===== src/rtl/uart_tx_buffered.sv =====
// Buffered UART transmitter with a FIFO, configurable frame format and CTS flow control.
// Characters are sent LSB first, and queued frames follow each other with no idle gap.
module uart_tx_buffered #(
    parameter int INPUT_CLOCK_FREQ = 100_000_000,
    parameter int BAUD_RATE        = 9600,
    parameter int DATA_BITS        = 8,
    parameter int PARITY           = 0,
    parameter int STOP_BITS        = 1,
    parameter int FIFO_DEPTH       = 16
) (
    input  logic                          clk_in,
    input  logic                          rst_n_in,
    input  logic [DATA_BITS-1:0]          data_in,
    input  logic                          valid_in,
    output logic                          ready_out,
    input  logic                          cts_n_in,
    output logic                          busy_out,
    output logic                          tx_wire_out,
    output logic [$clog2(FIFO_DEPTH):0]   fifo_count_out
);

    localparam int PERIOD = INPUT_CLOCK_FREQ / BAUD_RATE;
    localparam int CW     = $clog2(PERIOD);
    localparam int AW     = $clog2(FIFO_DEPTH);

    typedef enum logic [2:0] {
        S_IDLE,
        S_START,
        S_DATA,
        S_PARITY,
        S_STOP
    } state_t;

    state_t                 r_state;
    state_t                 w_next;

    logic [DATA_BITS-1:0]   r_mem [FIFO_DEPTH];
    logic [AW-1:0]          r_wr_ptr;
    logic [AW-1:0]          r_rd_ptr;
    logic [AW:0]            r_count;
    logic                   r_cts_meta;
    logic                   r_cts_sync;
    logic [CW-1:0]          r_baud;
    logic [3:0]             r_bit_idx;
    logic [DATA_BITS-1:0]   r_shift;
    logic                   r_par;
    logic                   r_tx;
    logic                   r_busy;

    logic                   w_push;
    logic                   w_pop;
    logic                   w_tick;
    logic                   w_can_start;
    logic                   w_last_data;
    logic                   w_last_stop;
    logic                   w_line;
    logic [DATA_BITS-1:0]   w_head;

    assign ready_out      = r_count < (AW+1)'(FIFO_DEPTH);
    assign fifo_count_out = r_count;
    assign tx_wire_out    = r_tx;
    assign busy_out       = r_busy;

    assign w_push      = valid_in && ready_out;
    assign w_head      = r_mem[r_rd_ptr];
    assign w_tick      = r_baud == CW'(PERIOD - 1);
    assign w_can_start = (r_count != '0) && !r_cts_sync;
    assign w_last_data = r_bit_idx == 4'(DATA_BITS - 1);
    assign w_last_stop = r_bit_idx == 4'(STOP_BITS - 1);

    always_ff @(posedge clk_in or negedge rst_n_in) begin
        if (!rst_n_in) begin
            r_cts_meta <= 1'b1;
            r_cts_sync <= 1'b1;
        end else begin
            r_cts_meta <= cts_n_in;
            r_cts_sync <= r_cts_meta;
        end
    end

    always_ff @(posedge clk_in) begin
        if (w_push) begin
            r_mem[r_wr_ptr] <= data_in;
        end
    end

    always_ff @(posedge clk_in or negedge rst_n_in) begin
        if (!rst_n_in) begin
            r_wr_ptr <= '0;
            r_rd_ptr <= '0;
            r_count  <= '0;
        end else begin
            if (w_push) begin
                r_wr_ptr <= r_wr_ptr + AW'(1);
            end
            if (w_pop) begin
                r_rd_ptr <= r_rd_ptr + AW'(1);
            end
            unique case ({w_push, w_pop})
                2'b10:   r_count <= r_count + (AW+1)'(1);
                2'b01:   r_count <= r_count - (AW+1)'(1);
                default: r_count <= r_count;
            endcase
        end
    end

    always_ff @(posedge clk_in or negedge rst_n_in) begin
        if (!rst_n_in) begin
            r_state <= S_IDLE;
        end else begin
            r_state <= w_next;
        end
    end

    // A stop-bit end with work queued goes straight to START: no idle bit.
    always_comb begin
        w_next = r_state;
        w_pop  = 1'b0;
        unique case (r_state)
            S_IDLE: begin
                if (w_can_start) begin
                    w_pop  = 1'b1;
                    w_next = S_START;
                end
            end
            S_START: begin
                if (w_tick) begin
                    w_next = S_DATA;
                end
            end
            S_DATA: begin
                if (w_tick && w_last_data) begin
                    w_next = (PARITY != 0) ? S_PARITY : S_STOP;
                end
            end
            S_PARITY: begin
                if (w_tick) begin
                    w_next = S_STOP;
                end
            end
            S_STOP: begin
                if (w_tick && w_last_stop) begin
                    if (w_can_start) begin
                        w_pop  = 1'b1;
                        w_next = S_START;
                    end else begin
                        w_next = S_IDLE;
                    end
                end
            end
            default: w_next = S_IDLE;
        endcase
    end

    always_comb begin
        w_line = 1'b1;
        unique case (r_state)
            S_START:  w_line = 1'b0;
            S_DATA:   w_line = r_shift[0];
            S_PARITY: w_line = r_par;
            default:  w_line = 1'b1;
        endcase
    end

    // Line and busy are registered together so they change on the same edge.
    always_ff @(posedge clk_in or negedge rst_n_in) begin
        if (!rst_n_in) begin
            r_tx      <= 1'b1;
            r_busy    <= 1'b0;
            r_baud    <= '0;
            r_bit_idx <= '0;
            r_shift   <= '0;
            r_par     <= 1'b0;
        end else begin
            r_tx   <= w_line;
            r_busy <= r_state != S_IDLE;
            if (r_state == S_IDLE || w_tick) begin
                r_baud <= '0;
            end else begin
                r_baud <= r_baud + CW'(1);
            end
            if (w_next != r_state) begin
                r_bit_idx <= '0;
            end else if (w_tick) begin
                r_bit_idx <= r_bit_idx + 4'd1;
            end
            if (w_pop) begin
                r_shift <= w_head;
                r_par   <= (PARITY == 1) ? ~^w_head : ^w_head;
            end else if (r_state == S_DATA && w_tick) begin
                r_shift <= r_shift >> 1;
            end
        end
    end

endmodule

===== config.mk =====
export PLATFORM = sky130hd
export DESIGN_NAME = uart_tx_buffered
export DESIGN_NICKNAME = d
export VERILOG_FILES = /design/src/rtl/uart_tx_buffered.sv
export SDC_FILE = /design/constraint.sdc
export NUM_CORES = 1
export LEC_CHECK = 0
export CELL_PAD_IN_SITES_DETAIL_PLACEMENT = 1
export CELL_PAD_IN_SITES_GLOBAL_PLACEMENT = 1
export CORE_MARGIN = 2
export CORE_UTILIZATION = 25
export CTS_CLUSTER_SIZE = 28
export DETAILED_ROUTE_END_ITERATION = 10
export GPL_TIMING_DRIVEN = 0
export PLACE_DENSITY = 0.42
export SETUP_SLACK_MARGIN = 0.15
export SYNTH_ARGS = -nofsm -noshare
export SYNTH_HDL_FRONTEND = slang
export SYNTH_SLANG_ARGS = --single-unit
export TNS_END_PERCENT = 20

===== constraint.sdc =====
create_clock -name clk_in -period 7.4 [get_ports clk_in]
set_input_delay 1.48 -clock clk_in [delete_from_list [all_inputs] [get_ports clk_in]]
set_output_delay 1.48 -clock clk_in [all_outputs]
set_load 0.005 [all_outputs]

Word level (Yosys, flattened, before mapping)
Memory sizes are Yosys's and may differ from the RTL's.
Index checks and enable logic that the tools add are counted.
{ "op_classes": {"add_sub_neg": 6, "mux": 19, "n_mul": 0, "n_eq_ne": 9, "magnitude_cmp": 1, "n_bitwise": 0, "n_div": 0, "n_shift": 0, "reduce_logical": 15} }
{ "ops": {"columns": ["op", "n"], "rows": [
  ["2-to-1 mux 8 bit", 2],
  ["2-to-1 mux 3 bit", 5],
  ["one-hot mux 3 bit (5 select lines)", 1],
  ["adder 14 x 1 -> 14 bit, second input constant", 1],
  ["equality test 14 bit, second input constant", 1],
  ["2-to-1 mux 14 bit", 1],
  ["adder 4 x 1 -> 4 bit, second input constant", 3],
  ["one-hot mux 5 bit (2 select lines)", 1],
  ["2-to-1 mux 4 bit", 2],
  ["XOR reduction 8 bit", 1],
  ["equality test 3 x 2 -> 1 bit, second input constant", 2],
  ["nonzero test 2 bit", 3],
  ["adder 5 x 1 -> 5 bit, second input constant", 1],
  ["logical AND 1 bit", 5],
  ["< comparator 5 bit, second input constant", 1],
  ["2-to-1 mux 1 bit", 5],
  ["nonzero test 5 bit", 1],
  ["subtractor 5 x 1 -> 5 bit, second input constant", 1],
  ["equality test 4 x 3 -> 1 bit, second input constant", 1],
  ["logical NOT 4 bit", 1],
  ["equality test 3 x 1 -> 1 bit, second input constant", 1],
  ["equality test 3 bit, second input constant", 1],
  ["logical NOT 3 bit", 1],
  ["!= test 3 bit", 1],
  ["7 further kinds", 7]
]} }
{ "totals": {"latchBits": 0, "inputBits": 12, "ramBits": 128, "mem_count": 1, "register_bits": 47, "romBits": 0} }
{ "mem_list": {"columns": ["memory", "words", "width", "read_ports", "rd_clocked_by_memory_dff", "wr", "line", "source"], "rows": [
  ["r_mem", 16, 8, 1, 0, 1, "37", "logic [DATA_BITS-1:0] r_mem [FIFO_DEPTH];"]
]} }

Logic depth before layout (Yosys ltp)
{ "logic_depth": {"ltp_word": 7, "mapped_depth": 15} }

Least setup slack after synthesis
No wires, ideal clock.
{ "synth_path": {"kind": "input to register", "from": "input valid_in", "to": "register r_count[2] (netlist: fifo_count_out[2])", "path_stages": 11, "path_slack_ps": 4118, "t_required_ps": 7273, "t_arrival_ps": 3155, "setup_time_ps": 127, "path_cell_list": "nor2b_1 > clkbuf_1 > inv_1 > ha_1 > clkbuf_1 > xor2_1 > ha_1 > inv_1 > o31ai_1 > mux2i_1 > xnor2_1"} }
{ "synth_via": {"elab_chain_len": 3, "elab_cells_between_ends": 5, "cone_classes": "eq/ne: 2; mux: 1; reduce/logical: 2"} }
{ "synth_lines": {"columns": ["element", "line", "source"], "rows": [
  ["from (decl)", "14", "input logic valid_in,"],
  ["logical AND 1 bit (*)", "64", "assign w_push = valid_in && ready_out;"],
  ["equality test 2 x 1 -> 1 bit / equality test 2 bit (equally long branches)", "99", "unique case ({w_push, w_pop})"],
  ["one-hot mux 5 bit (2 select lines) / nonzero test 2 bit (equally long branches)", null, null],
  ["to (signal assigned)", "100", "2'b10: r_count <= r_count + (AW+1)'(1);"],
  ["to (signal assigned)", "101", "2'b01: r_count <= r_count - (AW+1)'(1);"],
  ["to (signal assigned)", "102", "default: r_count <= r_count;"],
  ["to (decl)", "40", "logic [AW:0] r_count;"]
]} }
Mark *: on every way between the ends. The rest lies on a longest branch, timed or not.
A chain may end at the register's enable or synchronous reset.

Worst setup path in the final report
{ "layout_path": {"from": "input valid_in", "to": "register r_count[4] (netlist: fifo_count_out[4])"} }
Same word-level chain as after synthesis.

==> results.txt <==
Run status = finished, final reports clean
Distinct cells, synth = 41
Routed wl met3 = 370 um
Slew headroom = 30.1%
Crit-path slowest cell = clkdlybuf4s50_1
Final wirelength = 17100 um
Largest net degree at the start of global routing = 34
Die height = 175 um
Post-CTS sizing = 0
Cell Count, Final, Fillers Out = 898
Hold path startpoint = r_cts_meta
DR iter-0 viols = 227
Initial Util = 25.4%
Cells after DPL = 867
R2R Setup Slk = 4.00 ns
DRT met1 WL = 7870 um
Bufs and invs on worst path = 5
Minimum clock period = 3.73 ns
Ys Warns = 0
Worst EP arrival = 4.09 ns
Total die area = 30700 um2
Fin crit share = 50.4%
HP Class = reg -> reg
Reg clk slew, reported paths = 0.07 ns
RSZ-0062 raised after global routing = no
Crit-path cells = clkdlybuf4s50_1 -> nor2b_1 -> clkbuf_1 -> inv_1 -> ha_1 -> clkbuf_1 -> xor2_1 -> ha_1 -> inv_1 -> o32ai_2 -> mux2i_1 -> xnor2_1
Via-to-Cell Ratio = 4.34
Routed wl met2 = 8670 um
Max-Cap Viols = 0
Area grow syn2layout = 17.3%
Placeable Area = 28800 um2
Top Layer Used = met4
CP Max Fanout = 10
CTS sink count = 175
First-pass iteration count of the detailed router = 4
Worst Setup SP = valid_in
Bufs on Longest Clock Path = 2
TritonCTS clock tree = built
Final setup viols = 0
Fin nets = 524
Worst path required time = 7.76 ns
Boundary Pins = 20
Final Hold Violating Endpoints = 0
Seq/Total Area, Yosys = 68.6%
Routability cong. = 0.701
Slew @ Worst Pin = 1.04 ns
Layout cell share with drive strength beyond 1 = 15.8%
Number of CTS-inserted buffers = 17
WHS Endpoint = r_cts_sync
Max Clock Freq = 268 MHz
Setup Skew = 0.0138 ns
Worst setup SP type = input port
GR Util All Layers = 11.9%
Antenna-violating nets left = 0
LEAKAGE = 3.01 nW
CP peak stage delay = 0.45 ns
Gate Count Post-Synth = 462
Port-buffer cells = 19
Setup WS post-layout = 3.67 ns
Hold Buf Count CTS = 0
Residual DRC = 0
Synthesized flop and latch total = 175
GR Overflow Total = 0
Row Count = 62
R2r startpoint = r_baud[0]
Crit end category = flip-flop
Wire per inst = 19.0 um
Vias in the first global route = 4252
Syn nets = 484
Horiz. Die Dim = 175 um
Worst VDD drop = 0.000190 V
Register-to-Register Path Depth = 15
Pwr dens = 361 nW/um2
Worst Hold Depth = 0
Total number of vias = 3897
Worst-skew pair later-pin latency = 0.43 ns
Setup TNS = 0 ns
Diodes inserted = 0
Crit-path leading delay family = buffers and inverters
H-tree Lvls = 4
Post-CTS Setup Repair Bufs = 0
WS Path Type = in -> reg
Synth Area per Inst = 15.8 um2
Synthesized area = 7320 um2
CTS root buffer = clkbuf_16
Commonest non-fill, non-tap cell in the layout = edfxtp_1
Worst r2r dst = fifo_count_out[4]
Initial antenna violation count = 0
Final Max Tran Viols = 0
DPL Wire Length = 11300 um
First-pass GRT wire length = 26400 um
Pre-CTS setup slack = 3.19 ns
Most frequent cells in the layout = edfxtp_1 (128), nor2_1 (50), dfrtp_1 (44), nand2_1 (31), mux4_2 (24)
flip-flops by register name (all words and copies together), names as in the netlist:
signal / cells
r_mem: 128
r_baud: 14
r_shift: 8
fifo_count_out: 5
r_bit_idx: 4
r_rd_ptr: 4
r_wr_ptr: 4
r_state: 3
busy_out: 1
r_cts_meta: 1
r_cts_sync: 1
r_par: 1
tx_wire_out: 1
where the power goes:
group	switching (W)	internal, W	total [W]
clock	0.000415	0.000440	0.000855
combinational	0.000527	0.000445	0.000972
sequential	0.0000816	0.00119	0.00127
total	0.00102	0.00207	0.00310
routing by layer:
| layer | global-route usage [%] | vias to the layer above |
|---|---|---|
| li1 | - | 1809 |
| met1 | 15.3 | 2035 |
| met2 | 20.2 | 42 |
| met3 | 2.61 | 11 |
| met4 | 3.58 | 0 |
| met5 | 0 | - |
area by class of cell:
| type | count | area, um2 |
|---|---|---|
| multi-input cells | 253 | 2150 |
| clock inverters | 14 | 121 |
| flip-flops and latches | 175 | 5020 |
| inverters | 12 | 45.0 |
| well taps | 384 | 480 |
| plain buffers | 22 | 118 |
| fillers | 2998 | 20200 |
| repair buffers | 21 | 216 |
| clock buffers | 17 | 425 |
worst max-delay path by stage:
stage	end	cells past startpoint
2_1_floorplan	fifo_count_out[2]	11
3_3_place_gp	r_mem[3][4]	5
3_5_place_dp	r_mem[11][3]	5
4_1_cts	r_mem[11][3]	5
5_1_grt	fifo_count_out[4]	12
6_report	fifo_count_out[4]	12
cell usage after synthesis:
cell,count,share of area (%)
buf_4,4,0.41
mux4_2,24,7.4
and4_1,3,0.36
mux2_2,2,0.31
a22o_1,2,0.24
clkbuf_2,1,0.068
clkbuf_1,10,0.51
nor2b_1,5,0.43
nand4_1,4,0.34
a21o_1,1,0.10
edfxtp_1,128,53
ha_1,10,1.7
mux2i_1,11,1.5
nand3_1,11,0.75
xnor2_1,19,2.3
nand2_1,31,1.6
nand2b_1,4,0.34
buf_6,2,0.31
nor3_1,5,0.34
dfrtp_1,44,15
xor2_1,13,1.6
nor2_2,1,0.086
nor3b_1,1,0.10
dfstp_2,3,1.1
a22oi_1,15,1.5
inv_1,12,0.62
o32ai_2,1,0.22
nor4bb_1,1,0.14
a2111oi_0,1,0.12
or2_2,2,0.17
buf_2,3,0.21
and3_1,1,0.086
nand3b_1,1,0.10
or3_1,2,0.17
o21ai_0,6,0.41
nor2_1,50,2.6
o31ai_1,2,0.21
buf_1,2,0.10
mux4_1,8,2.9
and2_1,2,0.17
a21oi_1,14,0.96
stage by stage:
step | hold slack [ns] | util [%] | area, um2 | power [W]
after floorplan | 0.345 | - | 7320 | 0.00196
after global routing | 0.378 | 29.8 | 8580 | 0.00329
after detailed placement | 0.349 | 27.9 | 8040 | 0.00230
final | 0.365 | 29.8 | 8580 | 0.00310
after CTS | 0.370 | 29.8 | 8580 | 0.00316
after global placement | 0.351 | 27.8 | 7990 | 0.00227
kinds of logic (layout without fill, tap and decap cells):
logic type	after synthesis	count (layout)	share of synthesized area (%)
XOR/XNOR	32	32	3.83
AND/OR/NAND/NOR	124	124	7.74
AO/OA/AOI/OAI	42	42	3.80
multiplexers	45	45	12.1
buffers and inverters	34	86	2.22
flip-flops	175	175	68.6
adder cells (fa/ha/maj)	10	10	1.71
(Power assumes the default switching activity.)
